[src/rtl/bluetooth_rsp.sv]
// 8N1 serial receiver for the Bluetooth response line; byte out ~9.5 bit times after the start edge.
// No backpressure: out_rx_valid / out_rx_frame_err are single-cycle strobes the consumer must take.
module bluetooth_rsp #(
    parameter int N_BITS       = 8,
    parameter int CLKS_PER_BIT = 55
) (
    input  logic              clk,
    input  logic              rst,
    input  logic              in_rx_serial,
    output logic [N_BITS-1:0] out_rx_data,
    output logic              out_rx_valid,
    output logic              out_rx_frame_err,
    output logic              out_rx_active
);

    localparam int HALF_BIT = (CLKS_PER_BIT - 1) / 2;
    localparam int CW       = $clog2(CLKS_PER_BIT);
    localparam int BW       = $clog2(N_BITS) + 1;

    localparam logic [CW-1:0] HALF_CNT = CW'(HALF_BIT);
    localparam logic [CW-1:0] LAST_CNT = CW'(CLKS_PER_BIT - 1);
    localparam logic [BW-1:0] LAST_IDX = BW'(N_BITS - 1);

    typedef enum logic [2:0] {
        IDLE,
        RX_START_BIT,
        RX_DATA_BITS,
        RX_STOP_BIT,
        CLEANUP,
        WAIT_IDLE
    } state_t;

    state_t            state, state_nxt;
    logic [CW-1:0]     count, count_nxt;
    logic [BW-1:0]     bit_index, bit_index_nxt;
    logic [N_BITS-1:0] shift, shift_nxt;
    logic [N_BITS-1:0] data_nxt;
    logic              valid_nxt, err_nxt, active_nxt;
    logic              rx_meta, rx_s;

    // Line idles high, so the synchroniser resets to 1 to avoid a false start edge.
    always_ff @(posedge clk or posedge rst) begin
        if (rst) begin
            rx_meta <= 1'b1;
            rx_s    <= 1'b1;
        end else begin
            rx_meta <= in_rx_serial;
            rx_s    <= rx_meta;
        end
    end

    always_ff @(posedge clk or posedge rst) begin
        if (rst) begin
            state            <= IDLE;
            count            <= '0;
            bit_index        <= '0;
            shift            <= '0;
            out_rx_data      <= '0;
            out_rx_valid     <= 1'b0;
            out_rx_frame_err <= 1'b0;
            out_rx_active    <= 1'b0;
        end else begin
            state            <= state_nxt;
            count            <= count_nxt;
            bit_index        <= bit_index_nxt;
            shift            <= shift_nxt;
            out_rx_data      <= data_nxt;
            out_rx_valid     <= valid_nxt;
            out_rx_frame_err <= err_nxt;
            out_rx_active    <= active_nxt;
        end
    end

    always_comb begin
        state_nxt     = state;
        count_nxt     = count;
        bit_index_nxt = bit_index;
        shift_nxt     = shift;
        data_nxt      = out_rx_data;
        valid_nxt     = 1'b0;
        err_nxt       = 1'b0;

        case (state)
            IDLE: begin
                count_nxt     = '0;
                bit_index_nxt = '0;
                if (!rx_s) state_nxt = RX_START_BIT;
            end
            RX_START_BIT: begin
                if (count == HALF_CNT) begin
                    count_nxt = '0;
                    // Line back high by mid start bit: a glitch, not a frame.
                    state_nxt = rx_s ? IDLE : RX_DATA_BITS;
                end else begin
                    count_nxt = count + 1'b1;
                end
            end
            RX_DATA_BITS: begin
                if (count == LAST_CNT) begin
                    count_nxt = '0;
                    for (int i = 0; i < N_BITS; i++) begin
                        if (bit_index == BW'(i)) shift_nxt[i] = rx_s;
                    end
                    if (bit_index < LAST_IDX) begin
                        bit_index_nxt = bit_index + 1'b1;
                    end else begin
                        bit_index_nxt = '0;
                        state_nxt     = RX_STOP_BIT;
                    end
                end else begin
                    count_nxt = count + 1'b1;
                end
            end
            RX_STOP_BIT: begin
                if (count == LAST_CNT) begin
                    count_nxt = '0;
                    if (rx_s) begin
                        data_nxt  = shift;
                        valid_nxt = 1'b1;
                        state_nxt = CLEANUP;
                    end else begin
                        err_nxt   = 1'b1;
                        state_nxt = WAIT_IDLE;
                    end
                end else begin
                    count_nxt = count + 1'b1;
                end
            end
            CLEANUP: state_nxt = IDLE;
            // A held-low (break) line must return high before another start is accepted.
            WAIT_IDLE: if (rx_s) state_nxt = IDLE;
            default: begin
                state_nxt     = IDLE;
                count_nxt     = '0;
                bit_index_nxt = '0;
            end
        endcase

        active_nxt = (state_nxt == RX_START_BIT) || (state_nxt == RX_DATA_BITS) ||
                     (state_nxt == RX_STOP_BIT);
    end

endmodule

[config.mk]
export PLATFORM = sky130hd
export DESIGN_NAME = bluetooth_rsp
export DESIGN_NICKNAME = d
export VERILOG_FILES = /design/src/rtl/bluetooth_rsp.sv
export SDC_FILE = /design/constraint.sdc
export NUM_CORES = 1
export LEC_CHECK = 0
export ABC_AREA = 1
export BUFFER_PORTS_ARGS = -buffer_cell sky130_fd_sc_hd__buf_2
export CAP_MARGIN = 20
export CORE_ASPECT_RATIO = 1.5
export CORE_MARGIN = 2
export CORE_UTILIZATION = 58
export DETAILED_ROUTE_END_ITERATION = 6
export PLACE_DENSITY_LB_ADDON = 0.12
export SLEW_MARGIN = 10
export SYNTH_ARGS = -nofsm -noshare
export SYNTH_HDL_FRONTEND = slang
export SYNTH_SLANG_ARGS = --single-unit
[constraint.sdc]
create_clock -name clk -period 1.7 [get_ports clk]
set_input_delay 0.255 -clock clk [delete_from_list [all_inputs] [get_ports clk]]
set_output_delay 0.255 -clock clk [all_outputs]
set_load 0.02 [all_outputs]
==> summary.txt, run 1 <==
Yosys
  – Synth top cells by count: 50 x nand2_1, 32 x dfrtp_1, 23 x inv_1
  – Post-Synth XOR/XNOR Area: 1.04%
  – Yosys top cell area share: 47.3%
  – Ys Warns: 0
  – Largest family of logic cells by synthesized area: simple AND/OR/NAND/NOR gates
  – Mapped cell area: 1690 um^2
  – Seq/Total Area, Yosys: between 50% and 60%
  – Top_reg_cell synth: dfrtp_1
  – Post-synthesis mux area share: 0%
  – Syn Nets: 203
  – Simple-gate share of the synthesized area: 28.6%
  – Cells after Synth: 194
  – Post-synthesis compound-gate area fraction: 8.14%
  – Syn Area/Cell: 8.72 um^2
  – Asr flop ratio synth: 100%
  – Flops & latches, synth: 34
  – Top post-synthesis cells by area: dfrtp_1 47%, nand2_1 11%, inv_1 5.1%
  – Cell taking the most area after synthesis: dfrtp_1
  – Netlist cell types: 28
  – Top-count cell post-synth: nand2_1
  – Adder-Cell Fraction of Synth Area: around 4.4%
  – Number of synthesized flops with an enable pin: 0

CTS
  – CTS buffer count: 5
  – CTS tree: yes
  – Clock Sinks: 34
  – Root buffer cell: clkbuf_8
  – H-tree depth: 2
  – Clock buffer depth: 2
  – Post-CTS setup buffer count: 0
  – Cells resized by post-CTS repair: 0
  – Clock Pin Slew Worst Setup and Hold Paths: 0.07 ns
  – CTS Hold Buffers Added: 0
  – Skew-Pair Late Insertion Delay: 0.29 ns

Power and ir drop
  – Tot Pwr: 2.21 mW
  – LEAKAGE: roughly 1 nW
  – Max IR drop VDD: 762 uV
  – Pwr/cell area: approximately 1200 nW/um^2

Worst hold path
  – Min-Delay Path Class: input pin to asynchronous set/reset pin

Setup path
  – Worst Path Arrival: roughly 1.7 ns
  – CP cell instances: inv_1, ha_1, nand2_1, inv_1, nand2_4, nand2_2, nand2_1, nor2_1, nand3_1, nand2_1, inv_1
  – CP endpoint kind: flip-flop
  – Worst Path Required: roughly 1.9 ns
  – CP max FO: 7
  – Slowest CP cell: dfrtp_1
  – Type of origin of the critical path: flip-flop
  – Max incr delay on CP: around 0.40 ns
  – CP Class: flip-flop to flip-flop

Placement
  – PortBufs: 13
  – Gp weighted congestion: 0.823
  – DP Wirelength: 2310 um

Floorplanning
  – Row Count: 24
  – Die Y: between 70 and 80 um
  – Starting density of the core: 59.3%
  – I/O Pins: 14
  – Die ar.: 3370 um^2
  – Core footprint: 2850 um^2
  – Die X: 48.1 um

Detailed routing
  – Vias/cell: 5.12
  – WL/cell: approximately 12 um
  – Via count: 1301
  – Drt first-iter violations: 22
  – Post-route ant nets: 0
  – Final routed DRC violation total: 0
  – Routed WL: approximately 3100 um
  – Drt pass-1 iters: 4

Final layout
  – Layout cells sized above 1: between 10% and 20%
  – Synth-to-Final Area Change: 12.3%
  – # nets final: 223
  – Ant. Diodes: 0

STA
  – Final Hold Viols: 0
  – Least-Margin Pin Slew: 0.422 ns
  – RSZ-0062 raised after global routing: no
  – WHS: roughly 0.054 ns
  – Final setup vio count: 0
  – Slew HR: 71.9%
  – Max-slew violation count: 0
  – Period utilization: about nine tenths
  – TNS Setup: 0 ns
  – Clk_skew: 0.00651 ns
  – Min cycle time layout: 1.56 ns
  – Fmax: 643 MHz

Flow run
  – Max cap viols: 0

Global routing
  – Vias in the first global route: 1300
  – Pin count of the biggest net entering global routing: 35
  – First-pass GRT wire length: 5440 um
  – Antenna violations before repair: 0
  – Congestion Overflow GR: 0
  – All-layer global routing usage: between 20% and 30%

Status
  – Status: completed
[worst max-delay path, delay by kind of cell (launching register included)]
| kind | cells | cell delay, ns |
|---|---|---|
| flip-flops | 1 | 0.40 |
| AND/OR/NAND/NOR | 7 | 0.65 |
| adder cells (fa/ha/maj) | 1 | 0.15 |
| buffers and inverters | 3 | 0.26 |
[cell type report]
type,instances,area (um^2)
multi-input cells,130,721
repair buffers,14,72.6
flip-flops and latches,34,853
clock buffers,8,90.1
fillers,232,953
well taps,39,48.8
inverters,29,114
[kinds of logic (layout without fill, tap and decap cells)]
family,Yosys count,count (layout)
adders and majority gates,6,6
DFF,34,34
AOI/OAI and AO/OA,23,23
xor gates and xnor gates,2,2
buffers and inverters,30,51
and+or+nand+nor,99,99
[power breakdown]
| group | switching, mW | total (mW) | leakage [nW] | internal (mW) |
|---|---|---|---|---|
| Combinational | 0.353 | 0.557 | 0.531 | 0.203 |
| Sequential | 0.134 | 1.06 | 0.441 | 0.921 |
| Clock | 0.273 | 0.603 | 0.0455 | 0.330 |
[flip-flops by register name, indices dropped and copies added (netlist names)]
name,cells
bit_index,4
count,6
out_rx_active,1
out_rx_data,8
out_rx_frame_err,1
out_rx_valid,1
rx_meta,1
rx_s,1
shift,8
state,3
[worst paths after layout]
check	start	end	slack, ns	cells past startpoint
worst max-delay path	count[0]$_DFFE_PP0N_	out_rx_active$_DFF_PP0_	0.14	11
worst min-delay path	rst	out_rx_data[4]$_DFFE_PP0P_	0.05	3
worst max register to register	count[0]$_DFFE_PP0N_	out_rx_active$_DFF_PP0_	0.14	11
worst min register to register	rx_meta$_DFF_PP1_	rx_s$_DFF_PP1_	0.36	0
max in group asynchronous	rst	rx_s$_DFF_PP1_	1.31	3
min in group clk	in_rx_serial	rx_meta$_DFF_PP1_	0.07	1
[stage by stage]
| step | std cells | cell area (um^2) | utilization, % | setup WS (ns) |
|---|---|---|---|---|
| after floorplan | 194 | 1690 | - | 0.333 |
| after global placement | 246 | 1800 | 63.2 | 0.208 |
| after detailed placement | 246 | 1800 | 63.2 | 0.115 |
| after CTS | 254 | 1890 | 66.3 | 0.0932 |
| after global routing | 254 | 1900 | 66.6 | 0.0398 |
| final | 254 | 1900 | 66.6 | 0.145 |
[cell usage in the layout, fill, tap and decap left out]
cell type,instances
a21oi_1,7
a21oi_4,1
buf_2,13
buf_4,1
clkbuf_1,2
clkbuf_8,6
clkinv_4,1
dfrtp_1,32
dfstp_2,2
ha_1,6
inv_1,23
inv_2,5
nand2_1,50
nand2_2,2
nand2_4,2
nand3_1,14
nand3_4,1
nand4_1,5
nor2_1,17
nor2_2,1
nor2_4,1
nor2_8,2
nor3_1,3
nor3b_2,1
o211ai_1,1
o21ai_0,5
o21ai_1,6
o21ai_2,2
o22ai_1,1
xnor2_1,1
xor2_1,1
[metal layers]
layer	wire [um]	vias up	global-route usage [%]	part of all wire (%)
met5	0	-	0	0
met4	91	0	9.31	3.0
met3	103	8	6.98	3.4
met2	1700	21	38.7	56
met1	1160	614	24.2	38
li1	-	658	-	-
No activity file was read; power rests on OpenSTA's default activity.
==> run 2, diff against run 1 <==
--- a/config.mk
+++ b/config.mk
@@ -13,6 +13,7 @@
 export CORE_UTILIZATION = 58
 export DETAILED_ROUTE_END_ITERATION = 6
 export PLACE_DENSITY_LB_ADDON = 0.12
+export REMOVE_ABC_BUFFERS = 1
 export SLEW_MARGIN = 10
 export SYNTH_ARGS = -nofsm -noshare
 export SYNTH_HDL_FRONTEND = slang
==> summary.txt, run 2 (synthesized netlist as in run 1, its figures left out) <==
Final layout
  – Most common cell after layout, fill and taps aside: nand2_1 (unchanged)
  – # fillers: 243 (was 232)
  – Fin util: 66.7% (was 66.6%)
  – Register Area: 853 um^2 (unchanged)
  – # nets final: 223 (unchanged)
  – Most frequent cells in the layout: 50 x nand2_1, 32 x dfrtp_1, 23 x inv_1 (unchanged)
  – Ant. Diodes: 0 (unchanged)
  – Multi-input logic area: 723 um^2 (was 721 um^2)
  – Regs by FF count: out_rx_data x8, shift x8, count x6 (unchanged)
  – Layout cells sized above 1: 20.0% (was 19.1%)
  – Final std cells w/o fill: 254 (unchanged)
  – Synth-to-Final Area Change: 12.5% (was 12.3%)

Power and ir drop
  – Pwr/cell area: 1170 nW/um^2 (about the same)
  – LEAKAGE: 1.02 nW (about the same)
  – Tot Pwr: 2.22 mW (was 2.21 mW)
  – Max IR drop VDD: 824 uV (was 762 uV)

Setup path
  – CP Class: flip-flop to flip-flop (unchanged)
  – CP max FO: 7 (unchanged)
  – Worst Path Required: 1.88 ns (was 1.89 ns)
  – R2R cell count: 11 (unchanged)
  – Worst Path Arrival: 1.74 ns (about the same)
  – Worst reg2reg endpoint: out_rx_active$_DFF_PP0_ (unchanged)
  – CP endpoint kind: flip-flop (unchanged)
  – R2r startpoint: count[0]$_DFFE_PP0N_ (unchanged)
  – R2R setup slack: 0.14 ns (about the same)
  – Type of origin of the critical path: flip-flop (unchanged)

Floorplanning
  – Die X: 48.1 um (unchanged)
  – Row Count: 24 (unchanged)
  – Die Y: 70.1 um (unchanged)
  – I/O Pins: 14 (unchanged)
  – Starting density of the core: 59.3% (unchanged)
  – Die ar.: 3370 um^2 (unchanged)
  – Core footprint: 2850 um^2 (unchanged)

STA
  – Clk_skew: 0.00177 ns (was 0.00651 ns)
  – Final Hold Viols: 0 (unchanged)
  – Min cycle time layout: 1.56 ns (about the same)
  – Final setup vio count: 0 (unchanged)
  – Least-Margin Pin Slew: 0.422 ns (about the same)
  – Fmax: 642 MHz (was 643 MHz)
  – Max-slew violation count: 0 (unchanged)
  – Slew HR: 71.9% (about the same)
  – Period utilization: 91.6% (was 91.5%)

Detailed routing
  – Vias/cell: 5.08 (was 5.12)
  – Post-route ant nets: 0 (unchanged)
  – Routed WL: 3210 um (was 3050 um)
  – Drt first-iter violations: 33 (was 22)
  – Final routed DRC violation total: 0 (unchanged)
  – WL/cell: 12.7 um (was 12.0 um)
  – Via count: 1291 (was 1301)
  – Drt pass-1 iters: 4 (unchanged)

Flow run
  – Max cap viols: 0 (unchanged)

Placement
  – Cells after DPL: 246 (unchanged)
  – PortBufs: 13 (unchanged)
  – DP Wirelength: 2470 um (was 2310 um)
  – Gp weighted congestion: 0.822 (was 0.823)

Global routing
  – First-pass GRT wire length: 5500 um (was 5440 um)
  – Antenna violations before repair: 0 (unchanged)
  – All-layer global routing usage: 22.9% (was 22.7%)
  – Congestion Overflow GR: 0 (unchanged)
  – Vias in the first global route: 1383 (was 1300)
  – Pin count of the biggest net entering global routing: 35 (unchanged)

CTS
  – CTS Hold Buffers Added: 0 (unchanged)
  – H-tree depth: 2 (unchanged)
  – Clock buffer depth: 2 (unchanged)
  – Root buffer cell: clkbuf_8 (unchanged)
  – CTS buffer count: 5 (unchanged)
  – Skew-Pair Late Insertion Delay: 0.29 ns (about the same)
  – Clock Sinks: 34 (unchanged)
  – CTS tree: yes (unchanged)
  – Clock Pin Slew Worst Setup and Hold Paths: 0.06 ns (was 0.07 ns)

Worst hold path
  – Min-Delay Path Class: input pin to asynchronous set/reset pin (unchanged)

Status
  – Status: completed (unchanged)
[run 2: per-stage QoR]
stage / area [um^2] / hold slack [ns] / setup TNS, ns / worst slack (ns)
detailed placement: 1800 / 0.347 / 0 / 0.126
global route: 1900 / 0.0514 / -0.0263 / -0.0263
floorplan: 1680 / 0.259 / 0 / 0.306
CTS: 1890 / 0.0550 / 0 / 0.110
global placement: 1800 / 0.346 / 0 / 0.208
finish: 1900 / 0.0619 / 0 / 0.142
[run 2: repair_timing]
action | CTS | global route
buffers inserted | 0 | 0
resized for setup | 0 | 2
setup endpoints to repair | 0 | 9
[run 2: per-layer routing]
metal  GRT usage (%)  up-vias  wire, um
met3            3.88       12        65
met2            40.6       24      1840
met1            22.5      603      1180
met5               0        -         0
met4            13.5        0       127
li1                -      652         -
[run 2: power by group]
part | leakage, nW | internal [mW] | total, mW | switching [mW]
sequential | 0.441 | 0.921 | 1.06 | 0.136
clock | 0.0482 | 0.326 | 0.601 | 0.275
combinational | 0.531 | 0.203 | 0.563 | 0.360
[run 2: layout make-up]
class	instances	share of cell area [%]
clock buffer	7	4.54
multi-input combinational	130	38.0
clock inverter	1	0.263
timing repair buffer	14	3.81
tap	39	2.56
sequential	34	44.8
inverter	29	5.98
[run 2: critical path, cell delays in order (launching register included)]
cell and delay [ns]:
dfrtp_1 0.40, inv_1 0.10, ha_1 0.15, nand2_1 0.05, inv_1 0.11, nand2_4 0.13
nand2_2 0.09, nand2_1 0.07, nor2_2 0.15, nand3_1 0.10, nand2_1 0.07, inv_1 0.04
[run 2: worst max-delay path by stage]
| stage | end | slack, ns | start |
|---|---|---|---|
| after floorplan | out_rx_data[0]$_DFFE_PP0P_ | 0.31 | count[0]$_DFFE_PP0N_ |
| after global placement | out_rx_data[5]$_DFFE_PP0P_ | 0.21 | count[0]$_DFFE_PP0N_ |
| after detailed placement | out_rx_data[7]$_DFFE_PP0P_ | 0.13 | count[0]$_DFFE_PP0N_ |
| after CTS | out_rx_data[3]$_DFFE_PP0P_ | 0.11 | count[0]$_DFFE_PP0N_ |
| after global routing | out_rx_active$_DFF_PP0_ | -0.03 | count[0]$_DFFE_PP0N_ |
| final | out_rx_active$_DFF_PP0_ | 0.14 | count[0]$_DFFE_PP0N_ |
